<file path="src/rtl/uart_xcvr.sv">
// rtl/uart_xcvr.sv - parametrised full-duplex UART transceiver
// TX frames words from a ready/valid port; RX oversamples, majority-votes and flags errors.
module uart_xcvr #(
  parameter int DATA_BITS = 8,
  parameter int PARITY    = 0,
  parameter int STOP_BITS = 1,
  parameter int OVS       = 16,
  parameter int DIV_W     = 16
) (
  input  logic                 clk,
  input  logic                 rst_n,
  input  logic [DIV_W-1:0]     baud_div,
  input  logic [DATA_BITS-1:0] tx_data,
  input  logic                 tx_valid,
  output logic                 tx_ready,
  output logic                 tx,
  input  logic                 rx,
  output logic [DATA_BITS-1:0] rx_data,
  output logic                 rx_valid,
  input  logic                 rx_ready,
  output logic                 rx_parity_err,
  output logic                 rx_frame_err,
  output logic                 rx_overrun
);

  localparam int TW = $clog2(OVS);
  localparam logic [TW-1:0] TICK_LAST = TW'(OVS - 1);
  localparam logic [TW-1:0] TICK_S0   = TW'(OVS / 2 - 1);
  localparam logic [TW-1:0] TICK_S1   = TW'(OVS / 2);
  localparam logic [TW-1:0] TICK_S2   = TW'(OVS / 2 + 1);
  localparam logic [3:0]    DATA_LAST = 4'(DATA_BITS - 1);
  localparam logic [3:0]    STOP_LAST = 4'(STOP_BITS - 1);

  typedef enum logic [2:0] {
    S_IDLE,
    S_START,
    S_DATA,
    S_PARITY,
    S_STOP
  } state_e;

  // ---------------- transmitter ----------------
  state_e               tx_state_q, tx_state_d;
  logic [DIV_W-1:0]     tx_div_q, tx_div_d;
  logic [DIV_W-1:0]     tx_dcnt_q, tx_dcnt_d;
  logic [TW-1:0]        tx_tcnt_q, tx_tcnt_d;
  logic [3:0]           tx_bcnt_q, tx_bcnt_d;
  logic [DATA_BITS-1:0] tx_sh_q, tx_sh_d;
  logic                 tx_par_q, tx_par_d;
  logic                 tx_q, tx_d;
  logic                 tx_bit_end;

  assign tx_bit_end = (tx_dcnt_q == tx_div_q) && (tx_tcnt_q == TICK_LAST);
  assign tx_ready   = (tx_state_q == S_IDLE);
  assign tx         = tx_q;

  always_comb begin
    tx_state_d = tx_state_q;
    tx_div_d   = tx_div_q;
    tx_dcnt_d  = tx_dcnt_q;
    tx_tcnt_d  = tx_tcnt_q;
    tx_bcnt_d  = tx_bcnt_q;
    tx_sh_d    = tx_sh_q;
    tx_par_d   = tx_par_q;
    tx_d       = 1'b1;

    if (tx_state_q != S_IDLE) begin
      if (tx_dcnt_q == tx_div_q) begin
        tx_dcnt_d = '0;
        tx_tcnt_d = (tx_tcnt_q == TICK_LAST) ? '0 : tx_tcnt_q + TW'(1);
      end else begin
        tx_dcnt_d = tx_dcnt_q + DIV_W'(1);
      end
    end

    case (tx_state_q)
      S_IDLE: begin
        if (tx_valid) begin
          tx_state_d = S_START;
          tx_div_d   = baud_div;
          tx_sh_d    = tx_data;
          tx_par_d   = (PARITY == 1) ? ~(^tx_data) : ^tx_data;
          tx_dcnt_d  = '0;
          tx_tcnt_d  = '0;
          tx_bcnt_d  = '0;
        end
      end
      S_START: begin
        if (tx_bit_end) tx_state_d = S_DATA;
      end
      S_DATA: begin
        if (tx_bit_end) begin
          tx_sh_d = tx_sh_q >> 1;
          if (tx_bcnt_q == DATA_LAST) begin
            tx_bcnt_d  = '0;
            tx_state_d = (PARITY != 0) ? S_PARITY : S_STOP;
          end else begin
            tx_bcnt_d = tx_bcnt_q + 4'd1;
          end
        end
      end
      S_PARITY: begin
        if (tx_bit_end) tx_state_d = S_STOP;
      end
      S_STOP: begin
        if (tx_bit_end) begin
          if (tx_bcnt_q == STOP_LAST) tx_state_d = S_IDLE;
          else                        tx_bcnt_d  = tx_bcnt_q + 4'd1;
        end
      end
      default: tx_state_d = S_IDLE;
    endcase

    // Line level is registered from the next state so tx is glitch-free.
    case (tx_state_d)
      S_START:  tx_d = 1'b0;
      S_DATA:   tx_d = tx_sh_d[0];
      S_PARITY: tx_d = tx_par_d;
      default:  tx_d = 1'b1;
    endcase
  end

  always_ff @(posedge clk or negedge rst_n) begin
    if (!rst_n) begin
      tx_state_q <= S_IDLE;
      tx_div_q   <= '0;
      tx_dcnt_q  <= '0;
      tx_tcnt_q  <= '0;
      tx_bcnt_q  <= '0;
      tx_sh_q    <= '0;
      tx_par_q   <= 1'b0;
      tx_q       <= 1'b1;
    end else begin
      tx_state_q <= tx_state_d;
      tx_div_q   <= tx_div_d;
      tx_dcnt_q  <= tx_dcnt_d;
      tx_tcnt_q  <= tx_tcnt_d;
      tx_bcnt_q  <= tx_bcnt_d;
      tx_sh_q    <= tx_sh_d;
      tx_par_q   <= tx_par_d;
      tx_q       <= tx_d;
    end
  end

  // ---------------- receiver ----------------
  state_e               rx_state_q, rx_state_d;
  logic [1:0]           rx_sync_q, rx_sync_d;
  logic                 rx_armed_q, rx_armed_d;
  logic [DIV_W-1:0]     rx_div_q, rx_div_d;
  logic [DIV_W-1:0]     rx_dcnt_q, rx_dcnt_d;
  logic [TW-1:0]        rx_tcnt_q, rx_tcnt_d;
  logic [3:0]           rx_bcnt_q, rx_bcnt_d;
  logic [1:0]           rx_samp_q, rx_samp_d;
  logic [DATA_BITS-1:0] rx_sh_q, rx_sh_d;
  logic                 rx_par_q, rx_par_d;
  logic [DATA_BITS-1:0] rx_data_q, rx_data_d;
  logic                 rx_valid_q, rx_valid_d;
  logic                 rx_perr_q, rx_perr_d;
  logic                 rx_ferr_q, rx_ferr_d;
  logic                 rx_ovr_q, rx_ovr_d;
  logic                 rx_s, rx_dend, rx_bit_end, rx_vote_now, rx_vote, rx_par_exp;

  assign rx_s        = rx_sync_q[1];
  assign rx_dend     = (rx_dcnt_q == rx_div_q) && (rx_state_q != S_IDLE);
  assign rx_bit_end  = rx_dend && (rx_tcnt_q == TICK_LAST);
  assign rx_vote_now = rx_dend && (rx_tcnt_q == TICK_S2);
  assign rx_vote     = (rx_samp_q[0] & rx_samp_q[1]) | (rx_samp_q[0] & rx_s) |
                       (rx_samp_q[1] & rx_s);
  assign rx_par_exp  = (PARITY == 1) ? ~(^rx_sh_q) : ^rx_sh_q;

  assign rx_data       = rx_data_q;
  assign rx_valid      = rx_valid_q;
  assign rx_parity_err = rx_perr_q;
  assign rx_frame_err  = rx_ferr_q;
  assign rx_overrun    = rx_ovr_q;

  always_comb begin
    rx_state_d = rx_state_q;
    rx_sync_d  = {rx_sync_q[0], rx};
    rx_armed_d = rx_armed_q;
    rx_div_d   = rx_div_q;
    rx_dcnt_d  = rx_dcnt_q;
    rx_tcnt_d  = rx_tcnt_q;
    rx_bcnt_d  = rx_bcnt_q;
    rx_samp_d  = rx_samp_q;
    rx_sh_d    = rx_sh_q;
    rx_par_d   = rx_par_q;
    rx_data_d  = rx_data_q;
    rx_valid_d = rx_valid_q;
    rx_perr_d  = rx_perr_q;
    rx_ferr_d  = rx_ferr_q;
    rx_ovr_d   = rx_ovr_q;

    if (rx_valid_q && rx_ready) begin
      rx_valid_d = 1'b0;
      rx_perr_d  = 1'b0;
      rx_ferr_d  = 1'b0;
      rx_ovr_d   = 1'b0;
    end

    if (rx_state_q != S_IDLE) begin
      if (rx_dend) begin
        rx_dcnt_d = '0;
        rx_tcnt_d = (rx_tcnt_q == TICK_LAST) ? '0 : rx_tcnt_q + TW'(1);
        if (rx_tcnt_q == TICK_S0) rx_samp_d[0] = rx_s;
        if (rx_tcnt_q == TICK_S1) rx_samp_d[1] = rx_s;
      end else begin
        rx_dcnt_d = rx_dcnt_q + DIV_W'(1);
      end
    end

    case (rx_state_q)
      S_IDLE: begin
        // A low line only counts as a start edge once a high has been seen (break handling).
        if (rx_s) begin
          rx_armed_d = 1'b1;
        end else if (rx_armed_q) begin
          rx_state_d = S_START;
          rx_armed_d = 1'b0;
          rx_div_d   = baud_div;
          rx_dcnt_d  = '0;
          rx_tcnt_d  = '0;
          rx_bcnt_d  = '0;
        end
      end
      S_START: begin
        if (rx_vote_now && rx_vote) rx_state_d = S_IDLE;
        else if (rx_bit_end)        rx_state_d = S_DATA;
      end
      S_DATA: begin
        if (rx_vote_now) rx_sh_d = {rx_vote, rx_sh_q[DATA_BITS-1:1]};
        if (rx_bit_end) begin
          if (rx_bcnt_q == DATA_LAST) rx_state_d = (PARITY != 0) ? S_PARITY : S_STOP;
          else                        rx_bcnt_d  = rx_bcnt_q + 4'd1;
        end
      end
      S_PARITY: begin
        if (rx_vote_now) rx_par_d   = rx_vote;
        if (rx_bit_end)  rx_state_d = S_STOP;
      end
      S_STOP: begin
        // Leave at mid-stop so the next start edge is caught within half a bit.
        if (rx_vote_now) begin
          rx_state_d = S_IDLE;
          if (!rx_valid_q || rx_ready) begin
            rx_data_d  = rx_sh_q;
            rx_valid_d = 1'b1;
            rx_perr_d  = (PARITY != 0) && (rx_par_q != rx_par_exp);
            rx_ferr_d  = ~rx_vote;
          end else begin
            rx_ovr_d = 1'b1;
          end
        end
      end
      default: rx_state_d = S_IDLE;
    endcase
  end

  always_ff @(posedge clk or negedge rst_n) begin
    if (!rst_n) begin
      rx_state_q <= S_IDLE;
      rx_sync_q  <= 2'b11;
      rx_armed_q <= 1'b0;
      rx_div_q   <= '0;
      rx_dcnt_q  <= '0;
      rx_tcnt_q  <= '0;
      rx_bcnt_q  <= '0;
      rx_samp_q  <= '0;
      rx_sh_q    <= '0;
      rx_par_q   <= 1'b0;
      rx_data_q  <= '0;
      rx_valid_q <= 1'b0;
      rx_perr_q  <= 1'b0;
      rx_ferr_q  <= 1'b0;
      rx_ovr_q   <= 1'b0;
    end else begin
      rx_state_q <= rx_state_d;
      rx_sync_q  <= rx_sync_d;
      rx_armed_q <= rx_armed_d;
      rx_div_q   <= rx_div_d;
      rx_dcnt_q  <= rx_dcnt_d;
      rx_tcnt_q  <= rx_tcnt_d;
      rx_bcnt_q  <= rx_bcnt_d;
      rx_samp_q  <= rx_samp_d;
      rx_sh_q    <= rx_sh_d;
      rx_par_q   <= rx_par_d;
      rx_data_q  <= rx_data_d;
      rx_valid_q <= rx_valid_d;
      rx_perr_q  <= rx_perr_d;
      rx_ferr_q  <= rx_ferr_d;
      rx_ovr_q   <= rx_ovr_d;
    end
  end

endmodule
</file>
<file path="config.mk">
export PLATFORM = sky130hd
export DESIGN_NAME = uart_xcvr
export DESIGN_NICKNAME = d
export VERILOG_FILES = /design/src/rtl/uart_xcvr.sv
export SDC_FILE = /design/constraint.sdc
export NUM_CORES = 1
export LEC_CHECK = 0
export BUFFER_PORTS_ARGS = -buffer_cell sky130_fd_sc_hd__buf_2
export CORE_ASPECT_RATIO = 1.75
export CORE_MARGIN = 3
export CORE_UTILIZATION = 55
export DETAILED_ROUTE_END_ITERATION = 12
export PLACE_DENSITY = 0.71
export SLEW_MARGIN = 20
export SYNTH_ARGS = -nofsm -noshare
export SYNTH_HDL_FRONTEND = slang
export SYNTH_SLANG_ARGS = --single-unit
</file>
<file path="constraint.sdc">
create_clock -name clk -period 2.6 [get_ports clk]
set_clock_uncertainty 0.05 [all_clocks]
set_input_delay 0.52 -clock clk [delete_from_list [all_inputs] [get_ports clk]]
set_output_delay 0.52 -clock clk [all_outputs]
set_load 0.02 [all_outputs]
</file>
==> out/metrics.yaml, run 1 <==
yosys.area.top_type_share_pct: 49.0
syn_area_per_cell_um2: 9.89
leakagePower_nw: 3.39
synth_edf_count: 0
clk_path_buf_depth: 2
yosysTopAreaCell: "dfrtp_1"
p_comb_share_pct: 25.0
cp_max_fo: 13
port_buffers: 42
crit_type: "reg -> reg"
drive_above_1_share_pct: 18.1
fp.dieArea_um2: 12300
netlist_instances: 609
ys_warn_count: 0
numCtsBuffers: 17
setup_viol: 0
synthToLayoutAreaGrowth_pct: 17.3
p_int_mw: 4.71
yosysSeqAreaShare_pct: 50.3
syn_area_um2: 6020
worst_slack_ns: 0.192
async_flop_share_pct: 100
grt_pass1_vias: 4635
max_slew_margin_pct: 53.9
hpwl_mm: 9.62
synth_seq_cells: 121
drt_wl_total_mm: 13.4
rows: 49
gp_congestion: 0.912
vias_per_cell: 5.68
die-width_um: 85.1
grt_max_degree: 46
power_density_nw_per_um2: 982
drv_cap: 0
synth_ff_type: "dfrtp_1"
critical_path.max_stage_delay_ns: 0.45
ir_drop_v: 0.000607
start_kind: "flop"
insertion_delay_ns: 0.42
cts_root_buffer: "clkbuf_16"
hold_path_class: "in -> async"
die_h_um: 144
cts_tree: "built"
crit_arrival_ns: 2.66
swShare_pct: 32.2
wl_per_cell_um: 16.6
path_delay_family: "simple AND/OR/NAND/NOR gates"
multi_input_area_um2: 2850
crit_required_ns: 2.85
drt_iter0_markers: 268
drtPass1Iterations: 5
crit_chain: "or3_1 > nand2_4 > nor4b_4 > nand2_4 > nor4b_4 > buf_4 > mux2_4"
drv_slew: 0
finalHoldViolCount: 0
n_antenna_cell: 0
crit_buf_inv: 1
period_minus_slack_ns: 2.41
clkPwrFrac_pct: 35.7
clk_pin_slew_ns: 0.06
fillerInstances: 788
antenna_found_initial: 0
finalPower_mw: 6.94
min_period_over_period_pct: 92.6
drc: 0
vias: 4576
core_region_area_um2: 10500
grt_pass1_wl_mm: 22.5
power_frac_seq_pct: 39.3
status: "finished, final reports clean"
yosys-top-cells-area: "dfrtp_1 49%, nand2_1 9.2%, xnor2_1 7.0%"
start_util_pct: 57.5
ff_latch_area_um2: 3030
cts_hold_buf: 0
ctsHtreeMaxLevel: 4
slowest_stage: "dfrtp_1"
fin_area_um2: 7060
fin_tns_setup_ns: 0
nets: 704
pin_count: 43
max_clock_freq_mhz: 415
p_sw_mw: 2.23
worst_pin_slew_ns: 0.685
mappedNetlistNets: 647
pre_cts_ws_ns: 0.186
grt_usage_pct: 23.4
rsz0062_at_grt: "false"
yosysUniqueCellTypes: 58
place_area_um2: 6440
clock-sinks: 121
worstSetupEndpointType: "flop"
ant_nets: 0
grt_overflow: 0
-- through the flow --
stage	hold slack, ns	cells	util [%]
final	0.0620	806	67.4
after detailed placement	0.298	774	61.4
after floorplan	0.174	609	-
after global routing	0.101	806	67.4
after global placement	0.296	774	61.4
after CTS	0.0828	806	67.3
-- layout by cell type (no fill, tap or decap), drive strengths merged, types with 5 or more instances in the layout --
cell	count
clkinv	5
xnor2	48
mux2i	5
a221o	6
nand4	18
ha	9
o31ai	5
buf	59
xor2	20
nand2b	6
clkbuf	21
mux2	19
nand2	150
nor2	50
or3	5
o21ai	11
and3	13
nand3	15
a21oi	10
inv	13
nor3	10
dfrtp	118
-- logic make-up after synthesis --
logic type | after synthesis | synth area share (%)
flops | 121 | 50.3
simple gates | 293 | 23.4
fa+ha+maj | 10 | 2.04
compound gates | 59 | 7.04
buf+inv | 34 | 2.45
mux | 24 | 4.88
xor+xnor | 68 | 9.89
-- state kept, by name, indices dropped and copies added (netlist names), 2 cells and up --
signal,cells
tx_state_q,3
tx_bcnt_q,4
rx_sh_q,8
rx_samp_q,2
rx_sync_q,2
rx_bcnt_q,4
tx_div_q,16
tx_sh_q,8
rx_data,8
tx_dcnt_q,16
rx_dcnt_q,16
rx_state_q,3
tx_tcnt_q,4
rx_tcnt_q,4
rx_div_q,16
-- repair_timing --
| action | 4_1_cts | 5_1_grt |
|---|---|---|
| buffers inserted | 0 | 0 |
| resized for setup | 0 | 1 |
| setup endpoints to repair | 0 | 1 |
-- cell usage after synthesis (10+ instances only) --
cell and instances:
nand2_1 148, dfrtp_1 118, nor2_1 50, xnor2_1 48
xor2_1 20, nand4_1 18, nand3_1 15, clkbuf_1 14
and3_1 13, inv_1 13, mux2_2 11, o21ai_0 11
a21oi_1 10
-- power groups by stage --
stage               logic, mW  registers [mW]  clock network [mW]
detailed placement       1.72            2.74                   0
finish                   1.73            2.73                2.48
global route             1.93            2.79                2.58
floorplan                1.32            2.64                   0
global placement         1.67            2.72                   0
CTS                      1.73            2.72                2.50
-- cell type report --
| class | count | area share (%) |
|---|---|---|
| clock buffer | 21 | 6.38 |
| clock inverter | 11 | 2.43 |
| inverter | 13 | 0.691 |
| multi-input combinational | 454 | 40.3 |
| sequential | 121 | 42.9 |
| tap | 127 | 2.25 |
| timing repair buffer | 59 | 4.99 |
-- metal layers --
metal | routed length (µm) | part of all wire [%] | GRT usage [%]
met5 | 0 | 0 | 0
met4 | 285 | 2.1 | 8.76
met3 | 509 | 3.8 | 6.04
met2 | 7320 | 55 | 42.9
met1 | 5250 | 39 | 25.7
-- final timing paths --
kind	cells past startpoint	slack (ns)	startpoint	end
max	7	0.19	rx_state_q[2]$_DFFE_PN0P_	rx_data[4]$_DFFE_PN0P_
min	1	0.06	rst_n	rx_samp_q[0]$_DFFE_PN0P_
max reg2reg	7	0.19	rx_state_q[2]$_DFFE_PN0P_	rx_data[4]$_DFFE_PN0P_
min reg2reg	0	0.30	rx_sync_q[0]$_DFF_PN1_	rx_sync_q[1]$_DFF_PN1_
max in group asynchronous	2	1.72	rst_n	rx_sync_q[1]$_DFF_PN1_
min in group clk	1	0.15	rx	rx_sync_q[0]$_DFF_PN1_
Power figures use the tool's default switching activity.
==> run 2: changes to the inputs <==
--- a/config.mk
+++ b/config.mk
@@ -9,8 +9,11 @@
 export CORE_ASPECT_RATIO = 1.75
 export CORE_MARGIN = 3
 export CORE_UTILIZATION = 55
+export CTS_BUF_LIST = sky130_fd_sc_hd__clkbuf_4 sky130_fd_sc_hd__clkbuf_8
+export CTS_CLUSTER_DIAMETER = 150
 export DETAILED_ROUTE_END_ITERATION = 12
 export PLACE_DENSITY = 0.71
+export SKIP_LAST_GASP = 1
 export SLEW_MARGIN = 20
 export SYNTH_ARGS = -nofsm -noshare
 export SYNTH_HDL_FRONTEND = slang
==> run 2 against run 1 <==
Net effect:
- clock-buffer cell count unchanged
- highest routed layer unchanged
- die area unchanged
- largest power group unchanged
- via count up 0.33%
- critical path type is now reg -> out
- combinational power is essentially flat
==> out/metrics.yaml, run 2 (synthesis results as in run 1) <==
status: "finished, final reports clean"
grt_usage_pct: 23.0  # -0.44 points
grt_pass1_vias: 4626  # -0.19%
ir_drop_v: 0.000563  # -7.2%
fillerInstances: 801  # +1.6%
vias_per_cell: 5.70  # +0.33%
die-width_um: 85.1  # unchanged
n_antenna_cell: 0  # unchanged
ctsHtreeMaxLevel: 4  # unchanged
numCtsBuffers: 17  # unchanged
leakagePower_nw: 3.31  # -2.3%
drv_cap: 0  # unchanged
dp_cells: 774  # unchanged
min_period_over_period_pct: 92.9  # +0.31 points
fin_tns_setup_ns: 0  # unchanged
ant_nets: 0  # unchanged
nets: 704  # unchanged
fp.dieArea_um2: 12300  # unchanged
clock-sinks: 121  # unchanged
period_minus_slack_ns: 2.42  # +0.00815 ns
insertion_delay_ns: 0.44  # +0.02 ns
vias: 4591  # +0.33%
synthToLayoutAreaGrowth_pct: 14.3
cp_max_fo: 11  # -2
antenna_found_initial: 0  # unchanged
pin_count: 43  # unchanged
grt_overflow: 0  # unchanged
die_h_um: 144  # unchanged
start_util_pct: 57.5  # unchanged
crit_required_ns: 2.03  # -0.82 ns
rows: 49  # unchanged
hold_path_class: "in -> async"
drive_above_1_share_pct: 18.6  # +0.44 points
gp_congestion: 0.912  # unchanged
grt_max_degree: 46  # unchanged
clk_path_buf_depth: 2  # unchanged
power_density_nw_per_um2: 916  # -6.8%
crit_arrival_ns: 1.85  # -0.81 ns
port_buffers: 42  # unchanged
r2r_slack_ns: 0.19  # about the same
setup_viol: 0  # unchanged
cts_root_buffer: "clkbuf_8"
final_cell_mix: "148 x nand2_1, 118 x dfrtp_1, 50 x nor2_1"
drc: 0  # unchanged
hpwl_mm: 9.62  # unchanged
worst_pin_slew_ns: 0.735  # +0.0498 ns
worstSetupEndpointType: "primary output"
fin_cells: 806  # unchanged
drv_slew: 0  # unchanged
final_common_cell: "nand2_1"
drtPass1Iterations: 5  # unchanged
max_clock_freq_mhz: 414  # -0.34%
drt_wl_total_mm: 13.0  # -2.4%
cts_tree: "built"
rsz0062_at_grt: "false"
core_region_area_um2: 10500  # unchanged
start_kind: "flop"
finalHoldViolCount: 0  # unchanged
drt_iter0_markers: 251  # -6.3%
crit_type: "reg -> out"
clk_pin_slew_ns: 0.07  # about the same
wl_per_cell_um: 16.2  # -2.4%
max_slew_margin_pct: 50.6  # -3.3 points
grt_pass1_wl_mm: 22.1  # -1.5%
-- run 2: changes by cell type in the layout (fill, tap and decap cells not counted) --
cell | previous run | this run
clkbuf_16 | 17 | 0
clkbuf_8 | 1 | 18
clkbuf_1 | 3 | 0
clkbuf_4 | 0 | 3
-- run 2: path summary, 6_finish.rpt --
| check | startpoint | to | cells past startpoint |
|---|---|---|---|
| hold reg to reg | rx_sync_q[0]$_DFF_PN1_ | rx_sync_q[1]$_DFF_PN1_ | 0 |
| hold / removal | rst_n | rx_samp_q[0]$_DFFE_PN0P_ | 1 |
| min in group clk | rx | rx_sync_q[0]$_DFF_PN1_ | 1 |
| setup / recovery | tx_state_q[2]$_DFF_PN0_ | tx_ready | 4 |
| max in group asynchronous | rst_n | rx_sync_q[1]$_DFF_PN1_ | 2 |
| setup reg to reg | rx_state_q[2]$_DFFE_PN0P_ | rx_data[4]$_DFFE_PN0P_ | 7 |
-- run 2: power breakdown --
group          leakage, nW  total [mW]  internal (mW)  switching [mW]
logic                 1.50        1.73          0.753           0.977
clock network        0.220        1.86           1.10           0.754
registers             1.59        2.72           2.32           0.396
-- run 2: layout make-up --
cell class,instances,area [µm²],area share [%]
Clock buffer,21,270,3.93
Clock inverter,11,171,2.49
Inverter,13,48.8,0.709
Multi-Input combinational cell,454,2850,41.4
Sequential cell,121,3030,44.0
Tap cell,127,159,2.31
Timing Repair Buffer,59,353,5.13
-- run 2: layer usage --
metal	wire length, µm	vias to the layer above	share of wire (%)	GRT usage (%)
met1	5010	2250	38	25.1
met2	7190	126	55	41.9
li1	-	2188	-	-
met3	490	27	3.8	5.53
met4	354	0	2.7	9.92
met5	0	-	0	0
-- run 2: critical path, cell delays in order (launching register included) --
cell     delay, ns
dfrtp_1       0.47
or3_1         0.47
inv_1         0.12
buf_4         0.18
buf_2         0.18
-- run 2: repair_timing --
item / 4_1_cts / 5_1_grt
gates resized for setup: 0 / 1
hold buffers: 0 / 0
buffers inserted: 0 / 0
setup endpoints to repair: 0 / 1
-- run 2: metrics by stage --
step	worst slack [ns]	area, µm²	hold slack [ns]	power, mW	util [%]
3_5_place_dp	0.186	6440	0.298	4.46	61.4
4_1_cts	0.168	6880	0.0508	6.34	65.6
3_3_place_gp	0.247	6440	0.296	4.39	61.4
5_1_grt	0.0293	6880	0.0641	6.68	65.7
2_1_floorplan	0.441	6020	0.174	3.96	-
6_report	0.184	6880	0.0393	6.30	65.7
==> run 3: changes to the inputs <==
--- a/config.mk
+++ b/config.mk
@@ -5,6 +5,7 @@
 export SDC_FILE = /design/constraint.sdc
 export NUM_CORES = 1
 export LEC_CHECK = 0
+export ABC_AREA = 1
 export BUFFER_PORTS_ARGS = -buffer_cell sky130_fd_sc_hd__buf_2
 export CORE_ASPECT_RATIO = 1.75
 export CORE_MARGIN = 3
@@ -12,7 +13,7 @@
 export CTS_BUF_LIST = sky130_fd_sc_hd__clkbuf_4 sky130_fd_sc_hd__clkbuf_8
 export CTS_CLUSTER_DIAMETER = 150
 export DETAILED_ROUTE_END_ITERATION = 12
-export PLACE_DENSITY = 0.71
+export PLACE_DENSITY = 0.69
 export SKIP_LAST_GASP = 1
 export SLEW_MARGIN = 20
 export SYNTH_ARGS = -nofsm -noshare
==> run 3 against run 2 <==
Net effect:
- clock-buffer cell count down 1
- largest power group unchanged
- largest cell class unchanged
- non-clock buffer count down 9
- flip-flop and latch count unchanged
- cell area is 6.2% higher
==> out/metrics.yaml, run 3 <==
antenna_found_initial: 0  # unchanged
syn_area_per_cell_um2: 8.18  # -17%
drtPass1Iterations: 5  # unchanged
pre_cts_ws_ns: 0.430  # +0.244 ns
period_minus_slack_ns: 2.17  # -0.248 ns
cp_max_fo: 15  # +4
synthToLayoutAreaGrowth_pct: 12.8
grt_max_degree: 49  # +6.5%
synth-xor-area-share_pct: 5.41  # -4.5 points
final_common_cell: "nand2_1"
core_region_area_um2: 11300  # +7.7%
max_slew_margin_pct: 57.9  # +7.3 points
gp_congestion: 0.906  # -0.59%
vias: 5269  # +15%
fin_tns_setup_ns: 0  # unchanged
cts_hold_buf: 0  # unchanged
mappedNetlistNets: 830  # +28%
synth_common_cells: "195 x nand2_1, 118 x dfrtp_1, 110 x inv_1, 59 x nor2_1, 55 x o21ai_0"
drive_above_1_share_pct: 16.7  # -1.8 points
crit_arrival_ns: 2.43  # +0.58 ns
yosys.area.top_type_share_pct: 45.6  # -3.4 points
yosysMostFrequentCell: "nand2_1"
drt_wl_total_mm: 14.0  # +7.4%
ctsResizeCount: 0  # unchanged
drc: 0  # unchanged
cpMostUsedCell: "nand2_1"
drv_cap: 0  # unchanged
whs_ns: 0.0447  # +0.00543 ns
rsz0062_at_grt: "false"
pin_count: 43  # unchanged
finalHoldViolCount: 0  # unchanged
crit_required_ns: 2.86  # +0.83 ns
grt_pass1_vias: 5357  # +16%
start_util_pct: 57.3  # -0.11 points
status: "finished, final reports clean"
setup_viol: 0  # unchanged
synth_seq_cells: 121  # unchanged
synth-compound-area-share_pct: 10.2  # +3.2 points
fp.dieArea_um2: 13200  # +7.1%
numCtsBuffers: 17  # unchanged
synth_ff_type: "dfrtp_1"
drv_slew: 0  # unchanged
muxShareOfSynthArea_pct: 0.328  # -4.6 points
yosysSeqAreaShare_pct: 46.8  # -3.5 points
die_h_um: 150  # +3.5%
clk_pin_slew_ns: 0.07  # about the same
yosysUniqueCellTypes: 50  # -14%
async_flop_share_pct: 100  # unchanged
start_kind: "flop"
ctsHtreeMaxLevel: 4  # unchanged
yosys-top-cells-area: "dfrtp_1 46%, nand2_1 11%, inv_1 6.4%"
grt_pass1_wl_mm: 23.9  # +8.2%
slowest_stage: "dfrtp_1"
hold_path_class: "in -> async"
ys_warn_count: 0  # unchanged
worst_slack_ns: 0.432  # +0.248 ns
worst_pin_slew_ns: 0.632  # -0.103 ns
clock-sinks: 121  # unchanged
crit_start: "rx_state_q[0]$_DFFE_PN0P_"
crit_buf_inv: 2  # -1
final_cell_mix: "195 x nand2_1, 118 x dfrtp_1, 110 x inv_1"
cts_root_buffer: "clkbuf_8"
grt_usage_pct: 23.2  # +0.24 points
ant_nets: 0  # unchanged
crit_chain: "inv_1 > nand2_1 > nand2_1 > nor2_1 > nand3_2 > nor2_4 > nand2_4 > inv_1 > nand2_2 > nand2_1 > o21ai_2"
vias_per_cell: 5.31  # -6.8%
drt_iter0_markers: 245  # -2.4%
leakagePower_nw: 3.74  # +13%
port_buffers: 42  # unchanged
wl_per_cell_um: 14.1  # -13%
post_cts_buffers: 0  # unchanged
die-width_um: 88.0  # +3.4%
worstSetupEndpointType: "flop"
syn_area_um2: 6480  # +7.5%
insertion_delay_ns: 0.44  # about the same
crit_type: "reg -> reg"
max_clock_freq_mhz: 461  # +11%
power_density_nw_per_um2: 828  # -9.5%
synthSimpleGateAreaFrac_pct: 27.0  # +3.6 points
clk_path_buf_depth: 2  # unchanged
cts_tree: "built"
critical_path.max_stage_delay_ns: 0.42  # -0.05 ns
path_delay_family: "simple AND/OR/NAND/NOR gates"
grt_overflow: 0  # unchanged
finalPower_mw: 6.05  # -4.0%
ir_drop_v: 0.000662  # +18%
nets: 885  # +26%
n_antenna_cell: 0  # unchanged
synth_top_family_by_area: "simple AND/OR/NAND/NOR gates"
final_core_util_pct: 64.7  # -0.96 points
synth_adder_area_share_pct: 1.89  # -0.14 points
hpwl_mm: 10.7  # +12%
r2r_start: "rx_state_q[0]$_DFFE_PN0P_"
min_period_over_period_pct: 83.4  # -9.6 points
synth_edf_count: 0  # unchanged
netlist_instances: 792  # +30%
yosysTopAreaCell: "dfrtp_1"
rows: 51  # +4.1%
-- run 3: changes by cell type after synthesis, moves of 13 or more --
cell / delta
nand3_1: +28
o21ai_0: +44
xnor2_1: -40
nor3_1: +13
o21ai_2: +16
inv_1: +97
nand2_1: +47
-- run 3: cells by family after synthesis --
| family | count (synthesis) |
|---|---|
| adder cells (fa/ha/maj) | 10 |
| buffers and inverters | 134 |
| multiplexers | 2 |
| AND/OR/NAND/NOR | 376 |
| flip-flops | 121 |
| XOR/XNOR | 40 |
| AO/OA/AOI/OAI | 109 |
-- run 3: stage by stage --
stage | std cells | cell area (µm²)
floorplan | 792 | 6480
global placement | 960 | 6840
detailed placement | 960 | 6840
CTS | 992 | 7310
global route | 992 | 7310
finish | 992 | 7310
-- run 3: final timing paths --
| kind | end | cells past startpoint | slack [ns] |
|---|---|---|---|
| setup / recovery | rx_sh_q[4]$_DFFE_PN0P_ | 11 | 0.43 |
| hold reg to reg | rx_sync_q[1]$_DFF_PN1_ | 0 | 0.31 |
| min in group clk | rx_sync_q[0]$_DFF_PN1_ | 1 | 0.13 |
| hold / removal | rx_bcnt_q[1]$_DFFE_PN0P_ | 1 | 0.04 |
| setup reg to reg | rx_sh_q[4]$_DFFE_PN0P_ | 11 | 0.43 |
| max in group asynchronous | rx_sync_q[1]$_DFF_PN1_ | 2 | 1.71 |
-- run 3: worst reg2reg max path, stage by stage, from the launching register on --
cell,delay [ns]
dfrtp_1,0.42
inv_1,0.06
nand2_1,0.30
nand2_1,0.13
nor2_1,0.16
nand3_2,0.11
nor2_4,0.20
nand2_4,0.10
inv_1,0.09
nand2_2,0.21
nand2_1,0.16
o21ai_2,0.07
-- run 3: cell type report --
cell class / instances / area [µm²]
sequential: 121 / 3030
multi-input combinational: 537 / 2900
timing repair buffer: 50 / 285
clock inverter: 12 / 195
tap: 132 / 165
clock buffer: 20 / 275
fill: 968 / 3990
inverter: 120 / 453
-- run 3: routing by layer --
metal | share of wire, % | up-vias | GRT usage (%)
li1 | - | 2639 | -
met1 | 39 | 2490 | 24.7
met2 | 55 | 105 | 43.2
met3 | 3.0 | 35 | 4.41
met4 | 3.1 | 0 | 10.1
met5 | 0 | - | 0
-- run 3: report_power, final --
group	leakage [nW]	internal (mW)	switching, mW	total (mW)
sequential	1.59	2.24	0.324	2.57
combinational	1.91	0.552	0.959	1.51
clock	0.238	1.21	0.764	1.98
total	3.74	4.01	2.05	6.05
